`config.mk`:
```
export PLATFORM = sky130hd
export DESIGN_NAME = array_search_arbiter_flat
export DESIGN_NICKNAME = d
export VERILOG_FILES = /design/src/rtl/array_search_arbiter_if.sv /design/src/rtl/array_search_arbiter.sv /design/src/flat_wrapper.sv
export SDC_FILE = /design/constraint.sdc
export NUM_CORES = 1
export LEC_CHECK = 0
export CORE_UTILIZATION = 30
export CTS_CLUSTER_DIAMETER = 200
export CTS_CLUSTER_SIZE = 28
export DETAILED_ROUTE_END_ITERATION = 16
export HOLD_SLACK_MARGIN = 0.06
export SLEW_MARGIN = 20
export SYNTH_ARGS = -nofsm -noshare
export SYNTH_HDL_FRONTEND = slang
export SYNTH_SLANG_ARGS = --single-unit
```
`constraint.sdc`:
```
create_clock -name clk -period 4.6 [get_ports clk]
set_input_delay 1.15 -clock clk [delete_from_list [all_inputs] [get_ports clk]]
set_output_delay 1.15 -clock clk [all_outputs]
set_load 0.005 [all_outputs]
```
`src/rtl/array_search_arbiter_if.sv`:
```
// Handshake bundle between the write/search requesters and the search arbiter.
// Master drives requests; slave is the array controller.
interface array_search_arbiter_if #(
  parameter int WIDTH = 8,
  parameter int AW    = 4
);
  logic             wr_valid;
  logic             wr_ready;
  logic [WIDTH-1:0] wr_data;
  logic             srch_valid;
  logic             srch_ready;
  logic [WIDTH-1:0] srch_key;
  logic             res_valid;
  logic             res_ready;
  logic             res_hit;
  logic [AW-1:0]    res_index;

  modport master (
    output wr_valid, wr_data,
    output srch_valid, srch_key,
    output res_ready,
    input  wr_ready, srch_ready,
    input  res_valid, res_hit, res_index
  );

  modport slave (
    input  wr_valid, wr_data,
    input  srch_valid, srch_key,
    input  res_ready,
    output wr_ready, srch_ready,
    output res_valid, res_hit, res_index
  );
endinterface

```
`src/rtl/array_search_arbiter.sv`:
```
// Register array shared between a round-robin write stream and a
// sequential membership search.
module array_search_arbiter #(
  parameter int DEPTH = 16,
  parameter int WIDTH = 8,
  parameter int AW    = 4
) (
  input  logic                  clk,
  input  logic                  rst,
  input  logic                  clr,
  array_search_arbiter_if.slave bus,
  output logic [AW:0]           count,
  input  logic [AW-1:0]         rd_addr,
  output logic [WIDTH-1:0]      rd_data
);

  localparam logic [1:0] S_IDLE = 2'd0;
  localparam logic [1:0] S_SCAN = 2'd1;
  localparam logic [1:0] S_RESP = 2'd2;

  logic [1:0]       state;
  logic [WIDTH-1:0] mem [DEPTH];
  logic [DEPTH-1:0] valid;
  logic [AW-1:0]    wr_ptr;
  logic [AW-1:0]    idx;
  logic [WIDTH-1:0] key;
  logic             last_grant;
  logic             res_hit;
  logic [AW-1:0]    res_index;
  logic             idle;
  logic             wr_fire;
  logic             srch_fire;
  logic             match;

  // last_grant = 1 means search won last; a tie then goes to write
  assign idle = !rst && (state == S_IDLE) && !clr;
  assign bus.wr_ready =
    idle && (!bus.srch_valid || last_grant);
  assign bus.srch_ready =
    idle && (!bus.wr_valid || !last_grant);
  assign wr_fire   = bus.wr_valid && bus.wr_ready;
  assign srch_fire = bus.srch_valid && bus.srch_ready;

  assign match = valid[idx] && (mem[idx] == key);

  assign bus.res_valid = (state == S_RESP);
  assign bus.res_hit   = res_hit;
  assign bus.res_index = res_index;
  assign rd_data       = mem[rd_addr];

  always_ff @(posedge clk) begin
    if (wr_fire) mem[wr_ptr] <= bus.wr_data;
  end

  always_ff @(posedge clk) begin
    if (rst) begin
      state      <= S_IDLE;
      valid      <= '0;
      wr_ptr     <= '0;
      idx        <= '0;
      count      <= '0;
      key        <= '0;
      last_grant <= 1'b1;
      res_hit    <= 1'b0;
      res_index  <= '0;
    end else begin
      case (state)
        S_IDLE: begin
          unique case (1'b1)
            clr: begin
              valid  <= '0;
              wr_ptr <= '0;
              count  <= '0;
            end
            wr_fire: begin
              valid[wr_ptr] <= 1'b1;
              wr_ptr        <= wr_ptr + 1'b1;
              last_grant    <= 1'b0;
              if (count != (AW+1)'(DEPTH))
                count <= count + 1'b1;
            end
            srch_fire: begin
              key        <= bus.srch_key;
              idx        <= '0;
              last_grant <= 1'b1;
              res_hit    <= 1'b0;
              res_index  <= '0;
              state <= (count == '0) ? S_RESP : S_SCAN;
            end
            default: ;
          endcase
        end
        S_SCAN: begin
          if (match) begin
            res_hit   <= 1'b1;
            res_index <= idx;
            state     <= S_RESP;
          end else if (idx == AW'(DEPTH - 1)) begin
            res_hit   <= 1'b0;
            res_index <= '0;
            state     <= S_RESP;
          end else begin
            idx <= idx + 1'b1;
          end
        end
        S_RESP: begin
          if (bus.res_ready) state <= S_IDLE;
        end
        default: state <= S_IDLE;
      endcase
    end
  end

endmodule

```
`src/flat_wrapper.sv`:
```
// flat-port wrapper written by rule: the top's interface ports become plain ports
module array_search_arbiter_flat 
#(
  parameter int DEPTH = 16,
  parameter int WIDTH = 8,
  parameter int AW    = 4
)
  (clk, rst, clr, count, rd_addr, rd_data, bus_wr_valid, bus_wr_data, bus_srch_valid, bus_srch_key, bus_res_ready, bus_wr_ready, bus_srch_ready, bus_res_valid, bus_res_hit, bus_res_index);
  array_search_arbiter_if #(.WIDTH(WIDTH), .AW(AW)) bus_i ();
  input  logic clk;
  input  logic rst;
  input  logic clr;
  output logic [AW:0] count;
  input  logic [AW-1:0] rd_addr;
  output logic [WIDTH-1:0] rd_data;
  input wire logic [$bits(bus_i.wr_valid)-1:0] bus_wr_valid;
  input wire logic [$bits(bus_i.wr_data)-1:0] bus_wr_data;
  input wire logic [$bits(bus_i.srch_valid)-1:0] bus_srch_valid;
  input wire logic [$bits(bus_i.srch_key)-1:0] bus_srch_key;
  input wire logic [$bits(bus_i.res_ready)-1:0] bus_res_ready;
  output wire logic [$bits(bus_i.wr_ready)-1:0] bus_wr_ready;
  output wire logic [$bits(bus_i.srch_ready)-1:0] bus_srch_ready;
  output wire logic [$bits(bus_i.res_valid)-1:0] bus_res_valid;
  output wire logic [$bits(bus_i.res_hit)-1:0] bus_res_hit;
  output wire logic [$bits(bus_i.res_index)-1:0] bus_res_index;
  assign bus_i.wr_valid = bus_wr_valid;
  assign bus_i.wr_data = bus_wr_data;
  assign bus_i.srch_valid = bus_srch_valid;
  assign bus_i.srch_key = bus_srch_key;
  assign bus_i.res_ready = bus_res_ready;
  assign bus_wr_ready = bus_i.wr_ready;
  assign bus_srch_ready = bus_i.srch_ready;
  assign bus_res_valid = bus_i.res_valid;
  assign bus_res_hit = bus_i.res_hit;
  assign bus_res_index = bus_i.res_index;
  array_search_arbiter #(.DEPTH(DEPTH), .WIDTH(WIDTH), .AW(AW)) u_core (.clk(clk), .rst(rst), .clr(clr), .bus(bus_i), .count(count), .rd_addr(rd_addr), .rd_data(rd_data));
endmodule
```
==> results.ini, run 1 <==
[cts]
cts_max_level=4
cts.sinks=177
cts_hold_buf=0
cts_buffers=17
clk_path_buf_depth=2
cts.repair.resized=0
insertion_delay_ns=0.43
cts_setup_buffers=0
cts_tree=done
cts-root-buf=clkbuf_16
path_clk_slew_ns=0.06

[power]
internal-power_mw=2.823
p_leak_nw=3.159
pwr-share-clk=0.444
fin_total_pwr_mw=3.594
powerDensity_nw_per_um2=363.1
vdd_drop_max_mv=0.2522
swShare=0.2146
seq_power_share=0.482
p_switching_uw=771.2
pwr-share-comb=0.074

[placement]
numPortBuffers=46
hpwl_um=14300
dp_slack_ns=0.2235
gp_congestion=0.8146

[synth]
yosysUniqueCellTypes=54
ys_seq_area_frac=0.5869
synth_nets=573
synth-main-ff-cell=edfxtp_1
async_flop_share=0
yosys_warnings=0
ys_ff_latch=177
syn_area_per_cell_um2=15.22
synth_edf_count=128
syn-cell-area_um2=8220
syn_inst=540

[critical_path]
crit_fanout=32
critPathArrivalTime_ns=3.20
rrSetupSlack_ns=1.14
rr_worst_depth=9
worstSetupPathType=input pin to output pin
worstPathCellList=clkdlybuf4s50_1 > buf_12 > mux4_2 > mux4_2 > clkdlybuf4s50_1
cp-start-kind=input pin
cp_slowest_cell=clkdlybuf4s50_1
cp-end-kind=output pin
critPathBufInv=3
worst_path_dominant_cell_family=buffers and inverters
critPathRequiredTime_ns=3.45
slowest_delay_ns=0.51

[drt]
via_count=5176
routed_wl_um=20470
drc=0
dr.pass1.iters=5
drtIter0Drc=527
avgRoutedWirePerCell_um=21.30
ant_nets=0
vias_per_cell=5.386

[worst_hold_path]
holdPathEnd=u_core.bus.res_index[2]$_SDFFE_PP0P_
hold_path_class=flop to flop
hp-start=u_core.bus.res_index[2]$_SDFFE_PP0P_
hold_path_depth=2

[final_layout]
syn_to_final_growth_pct=20.40
final_util=0.3672
antenna_cells=0
drive_gt1_frac=0.2435
fin_nets=640
final_common_cell=edfxtp_1
n_fill_cell=2454
layout_common_cells=edfxtp_1, mux4_2, nor2_1, dfxtp_1, clkdlybuf4s50_1

[floorplanning]
fp.dieW_um=167.5
dieArea_um2=28070
ios=47
rows=60
core_um2=26950
start_util=0.3050
die_h_um=167.5

[sta]
rsz0062_at_grt=false
fin_tns_setup_ns=0
relSlewSlack=0.5338
fin_skew_ns=0.009013
hold_slack_ns=0.4746
setup_viol=0
worst_slew_pin_slew_ns=0.6984
min_period_over_period=0.9464
setup_slack_ns=0.2464
layout_min_cycle_time_ns=4.354
max_freq_ghz=0.2297
final_max_slew_viol_count=0
hold_violations=0

[global_routing]
antenna_found_initial=0
grt_pass1_vias=5250
track_usage=0.1498
grt_max_degree=33
grt.overflow.total=0
grt_pass1_wl_um=31130

[flow_run]
maxCapViolations=0

[status]
outcome=finished, final reports clean

-- per-stage QoR --
step / std cells / area, um^2
final: 961 / 9897
after global routing: 961 / 9897
after CTS: 961 / 9897
after detailed placement: 929 / 9244
after global placement: 929 / 9244
after floorplan: 540 / 8220
-- layer usage --
metal  vias to the layer above  share of wire  track usage
met1                      2657           0.41       0.1909
met4                         0          0.031      0.06941
met3                        42          0.062      0.02600
met2                       233           0.50       0.2484
met5                         -              0            0
li1                       2244              -            -
-- power groups by stage --
stage | combinational (mW) | clock [mW] | sequential [mW]
2_1_floorplan | 0.168 | 0 | 1.76
3_3_place_gp | 0.259 | 0 | 1.77
5_1_grt | 0.285 | 1.68 | 1.73
3_5_place_dp | 0.266 | 0 | 1.77
4_1_cts | 0.267 | 1.62 | 1.73
6_report | 0.265 | 1.60 | 1.73
-- worst max path at each step --
stage / slack (ns) / depth (start not counted) / end / start
floorplan: 0.51 / 4 / rd_data[0] / rd_addr[0]
global placement: 0.27 / 5 / rd_data[0] / rd_addr[1]
detailed placement: 0.22 / 5 / rd_data[3] / rd_addr[1]
CTS: 0.22 / 5 / rd_data[0] / rd_addr[1]
global route: 0.18 / 5 / rd_data[0] / rd_addr[1]
finish: 0.25 / 5 / rd_data[0] / rd_addr[1]
-- worst reg2reg max path, stage by stage (launching register included) --
cell      delay, ns
dfxtp_2        0.70
buf_4          0.43
mux4_2         0.60
nor4b_1        0.36
a21oi_1        0.10
nor4bb_1       0.19
nor4_4         0.40
nand2_2        0.19
a211o_1        0.34
nand3_1        0.09
-- state kept, by name, summed over array words and instances (netlist names), named ones only --
register              flops
u_core.bus.res_hit        1
u_core.key                8
u_core.bus.res_index      4
u_core.count              5
u_core.state              2
u_core.mem              128
u_core.last_grant         1
u_core.valid             16
u_core.idx                4
u_core.wr_ptr             4
-- cell families after synthesis --
| logic type | share of synthesized area |
|---|---|
| AO/OA/AOI/OAI | 0.04642 |
| XOR/XNOR | 0.01172 |
| adder cells (fa/ha/maj) | 0.01065 |
| buffers and inverters | 0.02527 |
| flip-flops | 0.5869 |
| multiplexers | 0.2367 |
| AND/OR/NAND/NOR | 0.08235 |
-- layout make-up --
class / instances / area [um^2] / share of cell area
sequential: 177 / 4826 / 0.4876
multi-input combinational: 316 / 3188 / 0.3221
timing repair buffer: 83 / 758.2 / 0.07661
tap: 341 / 426.7 / 0.04311
clock buffer: 17 / 425.4 / 0.04298
clock inverter: 15 / 227.7 / 0.02301
inverter: 12 / 45.04 / 0.004551
-- synthesized netlist by cell type, types with 3 or more instances --
cell,n,area share
edfxtp_1,128,0.47
mux4_2,73,0.20
nor2_1,64,0.029
dfxtp_1,49,0.12
mux2i_1,29,0.035
a21oi_1,21,0.013
clkbuf_1,17,0.0078
nand2_1,17,0.0078
inv_1,12,0.0055
buf_2,10,0.0061
nand3_1,10,0.0061
nand2b_1,8,0.0061
nor2b_1,8,0.0061
ha_1,7,0.011
and2_1,6,0.0046
nor3_1,6,0.0037
xor2_1,6,0.0064
buf_1,5,0.0023
nand4_1,5,0.0038
xnor2_1,5,0.0053
a22oi_1,4,0.0037
a31oi_1,4,0.0030
o2bb2ai_1,4,0.0043
o211ai_1,3,0.0027
Note: power is estimated with default switching activity, not from simulation.
==> inputs of run 2 (changes only) <==
--- a/config.mk
+++ b/config.mk
@@ -5,11 +5,14 @@
 export SDC_FILE = /design/constraint.sdc
 export NUM_CORES = 1
 export LEC_CHECK = 0
+export CORE_MARGIN = 2
 export CORE_UTILIZATION = 30
 export CTS_CLUSTER_DIAMETER = 200
 export CTS_CLUSTER_SIZE = 28
 export DETAILED_ROUTE_END_ITERATION = 16
+export GPL_TIMING_DRIVEN = 0
 export HOLD_SLACK_MARGIN = 0.06
+export SETUP_SLACK_MARGIN = 0.4
 export SLEW_MARGIN = 20
 export SYNTH_ARGS = -nofsm -noshare
 export SYNTH_HDL_FRONTEND = slang
==> run 2 against run 1 <==
Net effect:
- clock skew is essentially flat
- global-route usage grew 0.24 points
- total power shrank 3.9%
- via count shrank 1.5%
- largest power group unchanged
==> results.ini, run 2 (synthesis gave the netlist of run 1 again) <==
[final_layout]
largest_register_ffs=128
top_register=u_core.mem
final_common_cell=edfxtp_1
n_fill_cell=2482
top_regs=u_core.mem: 128 flops, u_core.valid: 16 flops, u_core.key: 8 flops
final_util=0.3675
fin_nets=641
seq_area_um2=4825
multiInputGateArea_um2=3232
drive_gt1_frac=0.2399
antenna_cells=0
layout_common_cells=edfxtp_1, mux4_2, nor2_1, dfxtp_1, clkdlybuf4s50_1
syn_to_final_growth_pct=20.50

[sta]
setup_slack_ns=0.4667
rsz0062_at_grt=false
hold_violations=0
max_freq_ghz=0.2419
relSlewSlack=0.2578
hold_slack_ns=0.4663
final_max_slew_viol_count=0
setup_viol=0
worst_slew_pin_slew_ns=1.109
fin_tns_setup_ns=0
min_period_over_period=0.8985
fin_skew_ns=0.009502
layout_min_cycle_time_ns=4.133

[drt]
dr.pass1.iters=5
drtIter0Drc=430
avgRoutedWirePerCell_um=21.96
routed_wl_um=21120
drc=0
via_count=5097
ant_nets=0
vias_per_cell=5.298

[flow_run]
maxCapViolations=0

[worst_hold_path]
hold_path_class=flop to flop

[critical_path]
cp-start-kind=input pin
worstPathCellList=buf_8 > bufbuf_16 > buf_4 > mux4_2 > mux4_2 > dlygate4sd2_1
slowest_delay_ns=0.50
crit_fanout=6
cp-end-kind=output pin
worst_path_dominant_cell_family=multiplexers
critPathArrivalTime_ns=2.98
crit_top_cell=mux4_2
critPathBufInv=4
critPathRequiredTime_ns=3.45
worstSetupPathType=input pin to output pin
cp_slowest_cell=mux4_2

[placement]
numPortBuffers=43
hpwl_um=14850
gp_congestion=0.7893
dp_slack_ns=-0.4729

[floorplanning]
die_h_um=169.5
ios=47
rows=60
core_um2=26950
start_util=0.3050
fp.dieW_um=169.5
dieArea_um2=28740

[global_routing]
grt_pass1_wl_um=31830
grt_pass1_vias=5151
grt_max_degree=17
grt.overflow.total=0
antenna_found_initial=0
track_usage=0.1522

[power]
p_leak_nw=3.161
fin_total_pwr_mw=3.455
powerDensity_nw_per_um2=348.8
vdd_drop_max_mv=0.2873

[cts]
cts_buffers=17
cts-root-buf=clkbuf_16
cts_max_level=4
path_clk_slew_ns=0.07
cts_tree=done
clk_path_buf_depth=2
cts.sinks=177
insertion_delay_ns=0.42

[status]
outcome=finished, final reports clean

-- run 2: cell count changes in the layout (fill, tap and decap cells not counted), sizes merged, moves of 2 or more --
cell / previous run / this run
dlymetal6s2s: 0 / 2
inv: 18 / 15
clkdlybuf4s50: 45 / 36
buf: 38 / 23
dlygate4sd2: 0 / 4
clkbuf: 17 / 41
bufinv: 5 / 1
-- run 2: report_power, final --
group          total (mW)  internal, mW  switching, mW
Clock                1.44         0.853          0.592
Sequential           1.73          1.72        0.00742
Combinational       0.285         0.139          0.146
Total                3.45          2.71          0.745
-- run 2: final cells by class --
cell class                 count  share of cell area
clock buffer                  24             0.05292
tap                          341             0.04307
sequential                   177              0.4871
clock inverter                 8            0.007705
multi-input combinational    316              0.3263
buffer                        35             0.02665
timing repair buffer          49             0.05179
inverter                      12            0.004547
-- run 2: final timing paths --
path	startpoint	end	slack [ns]	depth (start not counted)
worst max register to register	flop	u_core.bus.res_index[1]$_SDFFE_PP0P_	1.22	10
worst min register to register	u_core.valid[3]$_SDFFE_PP0P_	u_core.valid[3]$_SDFFE_PP0P_	0.47	2
worst min-delay path	u_core.valid[3]$_SDFFE_PP0P_	u_core.valid[3]$_SDFFE_PP0P_	0.47	2
worst max-delay path	rd_addr[0]	rd_data[2]	0.47	6
-- run 2: what timing repair did --
action | 4_1_cts | 5_1_grt
cloned | 1 | 0
buffers inserted | 1 | 0
resized for setup | 40 | 4
endpoints found under the setup margin | 8 | 4
hold buffers | 0 | 0
-- run 2: worst min-delay path, stage by stage (launching register included) --
cell and delay, ns:
dfxtp_1 0.33, a21oi_1 0.04, nor2_1 0.07
-- run 2: metrics by stage --
step / std cells / cell area [um^2]
2_1_floorplan: 540 / 8220
3_3_place_gp: 924 / 9077
3_5_place_dp: 928 / 9153
4_1_cts: 962 / 9888
5_1_grt: 962 / 9906
6_report: 962 / 9906
-- run 2: per-layer routing --
metal	routed length [um]	global-route usage	vias up
met5	0	0	-
met2	10740	0.2547	156
met4	416	0.05017	0
met3	1060	0.02822	24
li1	-	-	2264
met1	8904	0.2002	2653
